`config.mk`:
```
export PLATFORM = sky130hd
export DESIGN_NAME = icache_controller
export DESIGN_NICKNAME = d
export VERILOG_FILES = /design/src/rtl/cache_pkg.sv /design/src/rtl/icache_controller.sv
export SDC_FILE = /design/constraint.sdc
export NUM_CORES = 1
export LEC_CHECK = 0
export BUFFER_PORTS_ARGS = -buffer_cell sky130_fd_sc_hd__buf_2
export CORE_MARGIN = 2
export CORE_UTILIZATION = 47
export CTS_BUF_LIST = sky130_fd_sc_hd__clkbuf_4 sky130_fd_sc_hd__clkbuf_8
export DETAILED_ROUTE_END_ITERATION = 12
export PLACE_DENSITY = 0.91
export SYNTH_ARGS = -nofsm -noshare
export SYNTH_HDL_FRONTEND = slang
export SYNTH_SLANG_ARGS = --single-unit
```
`constraint.sdc`:
```
create_clock -name i_clock -period 4.3 [get_ports i_clock]
set_input_delay 0.43 -clock i_clock [delete_from_list [all_inputs] [get_ports i_clock]]
set_output_delay 0.43 -clock i_clock [all_outputs]
set_load 0.03 [all_outputs]
```
`src/rtl/cache_pkg.sv`:
```
// Shared types for the instruction-cache sequencer.
package cache_pkg;

  typedef enum logic [1:0] {
    StSweep,
    StLookup,
    StMem,
    StFill
  } cache_state_e;

endpackage

```
`src/rtl/icache_controller.sv`:
```
// Sequencer for one direct-mapped, read-only cache set: invalidate sweep,
// zero-wait hit lookup and single-word refill from the memory bus.
module icache_controller
  import cache_pkg::*;
#(
  parameter int unsigned ADDR_WIDTH  = 32,
  parameter int unsigned DATA_WIDTH  = 32,
  parameter int unsigned INDEX_WIDTH = 5,
  localparam int unsigned TAG_WIDTH  = ADDR_WIDTH - INDEX_WIDTH - 2
) (
  input  logic                   i_clock,
  input  logic                   i_reset,
  input  logic [ADDR_WIDTH-1:0]  i_addr,
  input  logic                   i_rd,
  output logic [DATA_WIDTH-1:0]  o_data,
  output logic                   o_ready,
  input  logic                   i_flush,
  output logic                   o_busy,
  output logic [INDEX_WIDTH-1:0] o_set_index,
  output logic [TAG_WIDTH-1:0]   o_set_tag,
  output logic                   o_set_wr,
  output logic                   o_set_cl,
  output logic [DATA_WIDTH-1:0]  o_set_data,
  input  logic [DATA_WIDTH-1:0]  i_set_data,
  input  logic                   i_set_hit,
  output logic [ADDR_WIDTH-1:0]  o_mem_addr,
  output logic                   o_mem_rd,
  input  logic [DATA_WIDTH-1:0]  i_mem_data,
  input  logic                   i_mem_ack
);

  localparam int unsigned WordW = ADDR_WIDTH - 2;

  cache_state_e           state_q, state_d;
  logic [INDEX_WIDTH-1:0] cnt_q, cnt_d;
  logic [WordW-1:0]       waddr_q, waddr_d;
  logic [DATA_WIDTH-1:0]  data_q, data_d;
  logic                   pend_q, pend_d;

  logic [INDEX_WIDTH-1:0] cpu_index;
  logic [TAG_WIDTH-1:0]   cpu_tag;
  logic [WordW-1:0]       cpu_waddr;

  assign cpu_index = INDEX_WIDTH'(i_addr >> 2);
  assign cpu_tag   = TAG_WIDTH'(i_addr >> (INDEX_WIDTH + 2));
  assign cpu_waddr = WordW'(i_addr >> 2);

  always_comb begin
    state_d = state_q;
    cnt_d   = cnt_q;
    waddr_d = waddr_q;
    data_d  = data_q;
    pend_d  = pend_q;
    case (state_q)
      StSweep: begin
        cnt_d  = cnt_q + 1'b1;
        pend_d = 1'b0;
        if (cnt_q == '1) state_d = StLookup;
      end
      StLookup: begin
        if (i_flush) begin
          cnt_d   = '0;
          state_d = StSweep;
        end else if (i_rd && !i_set_hit) begin
          waddr_d = cpu_waddr;
          state_d = StMem;
        end
      end
      StMem: begin
        // A flush arriving mid-refill is deferred until the line is written.
        pend_d = pend_q | i_flush;
        if (i_mem_ack) begin
          data_d  = i_mem_data;
          state_d = StFill;
        end
      end
      StFill: begin
        if (pend_q || i_flush) begin
          cnt_d   = '0;
          pend_d  = 1'b0;
          state_d = StSweep;
        end else begin
          state_d = StLookup;
        end
      end
      default: state_d = StSweep;
    endcase
  end

  always_ff @(posedge i_clock or posedge i_reset) begin
    if (i_reset) begin
      state_q <= StSweep;
      cnt_q   <= '0;
      waddr_q <= '0;
      data_q  <= '0;
      pend_q  <= 1'b0;
    end else begin
      state_q <= state_d;
      cnt_q   <= cnt_d;
      waddr_q <= waddr_d;
      data_q  <= data_d;
      pend_q  <= pend_d;
    end
  end

  always_comb begin
    o_set_index = cpu_index;
    o_set_tag   = cpu_tag;
    o_set_wr    = 1'b0;
    o_set_cl    = 1'b0;
    o_ready     = 1'b0;
    o_mem_rd    = 1'b0;
    case (state_q)
      StSweep: begin
        o_set_cl    = ~i_reset;
        o_set_index = cnt_q;
      end
      StLookup: o_ready = i_rd & i_set_hit & ~i_flush;
      StMem:    o_mem_rd = 1'b1;
      StFill: begin
        o_set_wr    = 1'b1;
        o_set_index = waddr_q[INDEX_WIDTH-1:0];
        o_set_tag   = waddr_q[WordW-1:INDEX_WIDTH];
      end
      default: ;
    endcase
  end

  assign o_busy     = (state_q != StLookup);
  assign o_data     = i_set_data;
  assign o_set_data = data_q;
  assign o_mem_addr = {waddr_q, 2'b00};

endmodule
```
# Yosys cells after proc, flatten, opt, wreduce, memory -nomap -nowiden
# Cells that the tools add are included.
dict set report op_classes {
  n_addsub 1
  n_eq_ne 10
  mux 17
  bitwise 5
  reduce_logical 11
}
# operator count
set ops {}
lappend ops {{$mux 25} 1}
lappend ops {{$pmux 5 s3} 1}
lappend ops {{$mux 5} 2}
lappend ops {{$pmux 5 s2} 1}
lappend ops {{$reduce_and 3->1} 3}
lappend ops {{$mux 2} 4}
lappend ops {{$ne 2x2->1 const B} 4}
lappend ops {{$pmux 2 s4} 1}
lappend ops {{$mux 1} 6}
lappend ops {{$reduce_bool 3->1} 2}
lappend ops {{$add 5x1->5 const B} 1}
lappend ops {{$eq 5x5->1 const B} 1}
lappend ops {{$eq 2x2->1 const B} 2}
lappend ops {{$reduce_and 2->1} 2}
lappend ops {{$ne 3x3->1 const B} 1}
lappend ops {{$pmux 1 s3} 1}
lappend ops {{$and 1x1->1} 2}
lappend ops {{$eq 2x1->1 const B} 1}
lappend ops {{$logic_not 2->1} 1}
lappend ops {{$ne 2x1->1 const B} 1}
lappend ops {{$not 1->1} 2}
lappend ops {{$logic_and 1x1->1} 1}
lappend ops {{$logic_not 1->1} 1}
lappend ops {{$logic_or 1x1->1} 1}
lappend ops {{$or 1x1->1} 1}
dict set report totals {
  register_bits 70
  word_cells 49
}

# Logic depth before layout (Yosys ltp)
dict set report logic_depth {
  word_depth 5
  depth_mapped 7
  depth_no_buf 7
}

# Least setup slack after synthesis
# OpenSTA, ideal clock, no wires.
dict set report synth_timing {
  kind {reg-to-output}
  start {register with a tool-made name}
  end {output o_set_index[3]}
  t_arrival_ns 1.949
  required_time_ns 3.870
  slack_ns 1.921
  path_stages_with_launch 6
  path_buffers 2
  path_cell_list {dfrtp_1 ha_1 buf_2 buf_2 a22oi_1 o21ai_0}
}
# element line_no
set synth_lines {}
lappend synth_lines {{end, declared} icache_controller.sv:19} ;# output logic [INDEX_WIDTH-1:0] o_set_index,

==> impl_metrics.env <==
export IMPL_avgSynthCellArea_sq_um=13.34
export IMPL_cp_slowest_cell="dfrtp_1"
export IMPL_global_route_usage_met2_pct=33.02
export IMPL_cts_resized=0
export IMPL_cts_buffer_depth=2
export IMPL_hold_violations=0
export IMPL_min_period_ns=2.384
export IMPL_cp_required_ns=3.87
export IMPL_rrSetupSlack_ns=1.92
export IMPL_post_drt_wl_per_cell_um=15.16
export IMPL_fin_worst_skew_ns=0.008443
export IMPL_gr_total_overflow=0
export IMPL_critPathMaxStageDelay_ns=0.42
export IMPL_postCtsSetupBuffers=0
export IMPL_synth_top_cell_area_share_pct=49.95
export IMPL_area_growth_pct=26.04
export IMPL_synth_cells=263
export IMPL_outcome="completed"
export IMPL_hold_class="input port to async pin"
export IMPL_path_clk_slew_ns=0.08
export IMPL_viasPerCell=4.994
export IMPL_synth_edf_count=0
export IMPL_gp_congestion=0.7710
export IMPL_cts_tree="done"
export IMPL_dp_hpwl_um=5536
export IMPL_cp_arrival_ns=1.95
export IMPL_cts_made_buffers=9
export IMPL_max_freq_mhz=419.4
export IMPL_antenna_found_initial=0
export IMPL_multi_input_comb_area_sq_um=1409
export IMPL_fillerInstances=593
export IMPL_initial_core_util_pct=48.35
export IMPL_post_route_worst_setup_slack_ns=1.916
export IMPL_use_met1_pct=20.65
export IMPL_ctsHoldBuffers=0
export IMPL_ant_nets=0
export IMPL_ys_ff_latch=70
export IMPL_drv_slew=0
export IMPL_die_area_sq_um=8169
export IMPL_synth_warning_count=0
export IMPL_path_cells="ha_1 > buf_4 > mux2_2 > buf_2"
export IMPL_setup_violations=0
export IMPL_route_detailed_drc=0
export IMPL_setup_tns_ns=0
export IMPL_cp_start_kind="register"
export IMPL_clock_sinks=70
export IMPL_syn_area_sq_um=3507
export IMPL_crit_type="register to output port"
export IMPL_critPathMaxFanout=35
export IMPL_ys_top_cells_by_area="dfrtp_1 50%, mux2_2 25%, buf_4 7.3%"
export IMPL_rows=31
export IMPL_seq_area_sq_um=1752
export IMPL_worst_pin_slew_ns=0.8928
export IMPL_leakage_nw=2.245
export IMPL_insertion_delay_ns=0.34
export IMPL_max_slew_margin_pct=40.34
export IMPL_drive_gt1_share_pct=66.17
export IMPL_cap_violations=0
export IMPL_design_portCount=233
export IMPL_grt_pass1_wl_um=12300
export IMPL_p_total_mw=3.858
export IMPL_ir_drop_v=0.0004457
export IMPL_core_sq_um=7253
export IMPL_root_buffer="clkbuf_8"
export IMPL_yosys_area_top_type="dfrtp_1"
export IMPL_synth_cell_types=31
export IMPL_firstDrtPassIters=4
export IMPL_synth_async_sr_flop_share_pct=100.0
export IMPL_synth_seq_area_share_pct=49.95
export IMPL_top_usage_layer="met2"
export IMPL_port_buffers=164
export IMPL_fin_crit_sh_pct=55.45
export IMPL_synthFlopType="dfrtp_1"
export IMPL_drt_iter0_drc=67
export IMPL_grt_pass1_vias=2581
export IMPL_antenna_cells=0
export IMPL_die_x_um=90.38
export IMPL_cts_htree_levels=3
export IMPL_crit_path_end_kind="output port"
export IMPL_grt_util_met3_pct=6.678
export IMPL_grt_usage_pct=18.60
export IMPL_die_y_um=90.38
export IMPL_rsz0062_at_grt="false"
export IMPL_grt_max_degree=38
export IMPL_nNetsFinal=508
export IMPL_vias=2502
export IMPL_power_density_nw_per_um2=872.9
export IMPL_routed_wl_um=7593
export IMPL_post_place_ws_ns=1.902
==> layout by cell type (no fill, tap or decap), drive strengths merged, types with 2 or more instances in the layout <==
cell type  instances
a22o               3
a22oi              5
and3               2
buf              167
bufinv             4
clkbuf             9
clkinv             3
conb               2
dfrtp             70
ha                 9
inv                6
mux2              89
nand2              8
nand2b             2
nor2b              3
nor3               2
o21ai              7
==> metrics by stage <==
stage	cells	area, sq um	hold WS, ns	util (%)
final	501	4420	0.2108	60.95
after global routing	501	4420	0.2617	60.95
after CTS	501	4420	0.2179	60.95
after detailed placement	485	4150	0.4864	57.22
after global placement	485	4150	0.4682	57.22
after floorplan	264	3511	0.4512	-
==> power by group <==
group          internal [mW]  leakage (nW)  switching (mW)  total [mW]
Clock                  0.447         0.134           0.254       0.701
Combinational          0.697          1.26            1.28        1.98
Sequential             0.980         0.852           0.200        1.18
==> cell usage after synthesis, types with 2 or more instances <==
cell and n:
mux2_2 78, buf_2 7, and3_1 2, a22o_1 3
ha_1 9, o21ai_0 7, nor2b_1 2, dfrtp_1 70
a22oi_1 5, nand2_1 8, nor3_1 2, inv_1 6
mux2_1 11, buf_4 34, buf_6 3
==> final cells by class <==
class                      count  area share, %
clock buffer                   9          2.802
clock inverter                 7          3.312
inverter                       6         0.5095
multi-input combinational    143          31.87
sequential                    70          39.63
tap                           99          2.802
timing repair buffer         167          19.08
==> critical path, delay by kind of cell, from the launching register on <==
| family | cells | cell delay (ns) |
|---|---|---|
| adders and majority gates | 1 | 0.17 |
| buffers and inverters | 2 | 0.61 |
| DFF | 1 | 0.42 |
| muxes | 1 | 0.41 |
==> state kept, by name (all words and copies together) (netlist names), named ones only <==
register,cells
waddr_q,30
state_q,1
cnt_q,5
pend_q,1
o_set_data,32
==> cell families (layout without fill, tap and decap cells) <==
logic type               count (synthesis)  count (layout)  synth area share (%)
multiplexers                            89              89                 28.58
other                                    1               2                0.1069
AO/OA/AOI/OAI                           21              21                 4.174
buffers and inverters                   51             189                 9.989
adder cells (fa/ha/maj)                  9               9                 3.211
AND/OR/NAND/NOR                         21              21                 3.746
flip-flops                              70              70                 49.95
XOR/XNOR                                 1               1                0.2498
==> worst paths after layout <==
check                      cells past startpoint             end      startpoint
min in group i_clock                           2  o_set_data[24]  i_mem_data[24]
max in group asynchronous                      3          pend_q         i_reset
setup / recovery                               4    o_set_tag[8]        register
hold reg to reg                                1  o_set_data[26]  o_set_data[26]
setup reg to reg                               6      waddr_q[6]        register
hold / removal                                 2     waddr_q[23]         i_reset
==> layer usage <==
metal	routed length, um	share of wire (%)
met1	2933	39
met2	3986	52
met3	586	7.7
met4	86	1.1
met5	0	0
No activity file was read; power rests on OpenSTA's default activity.
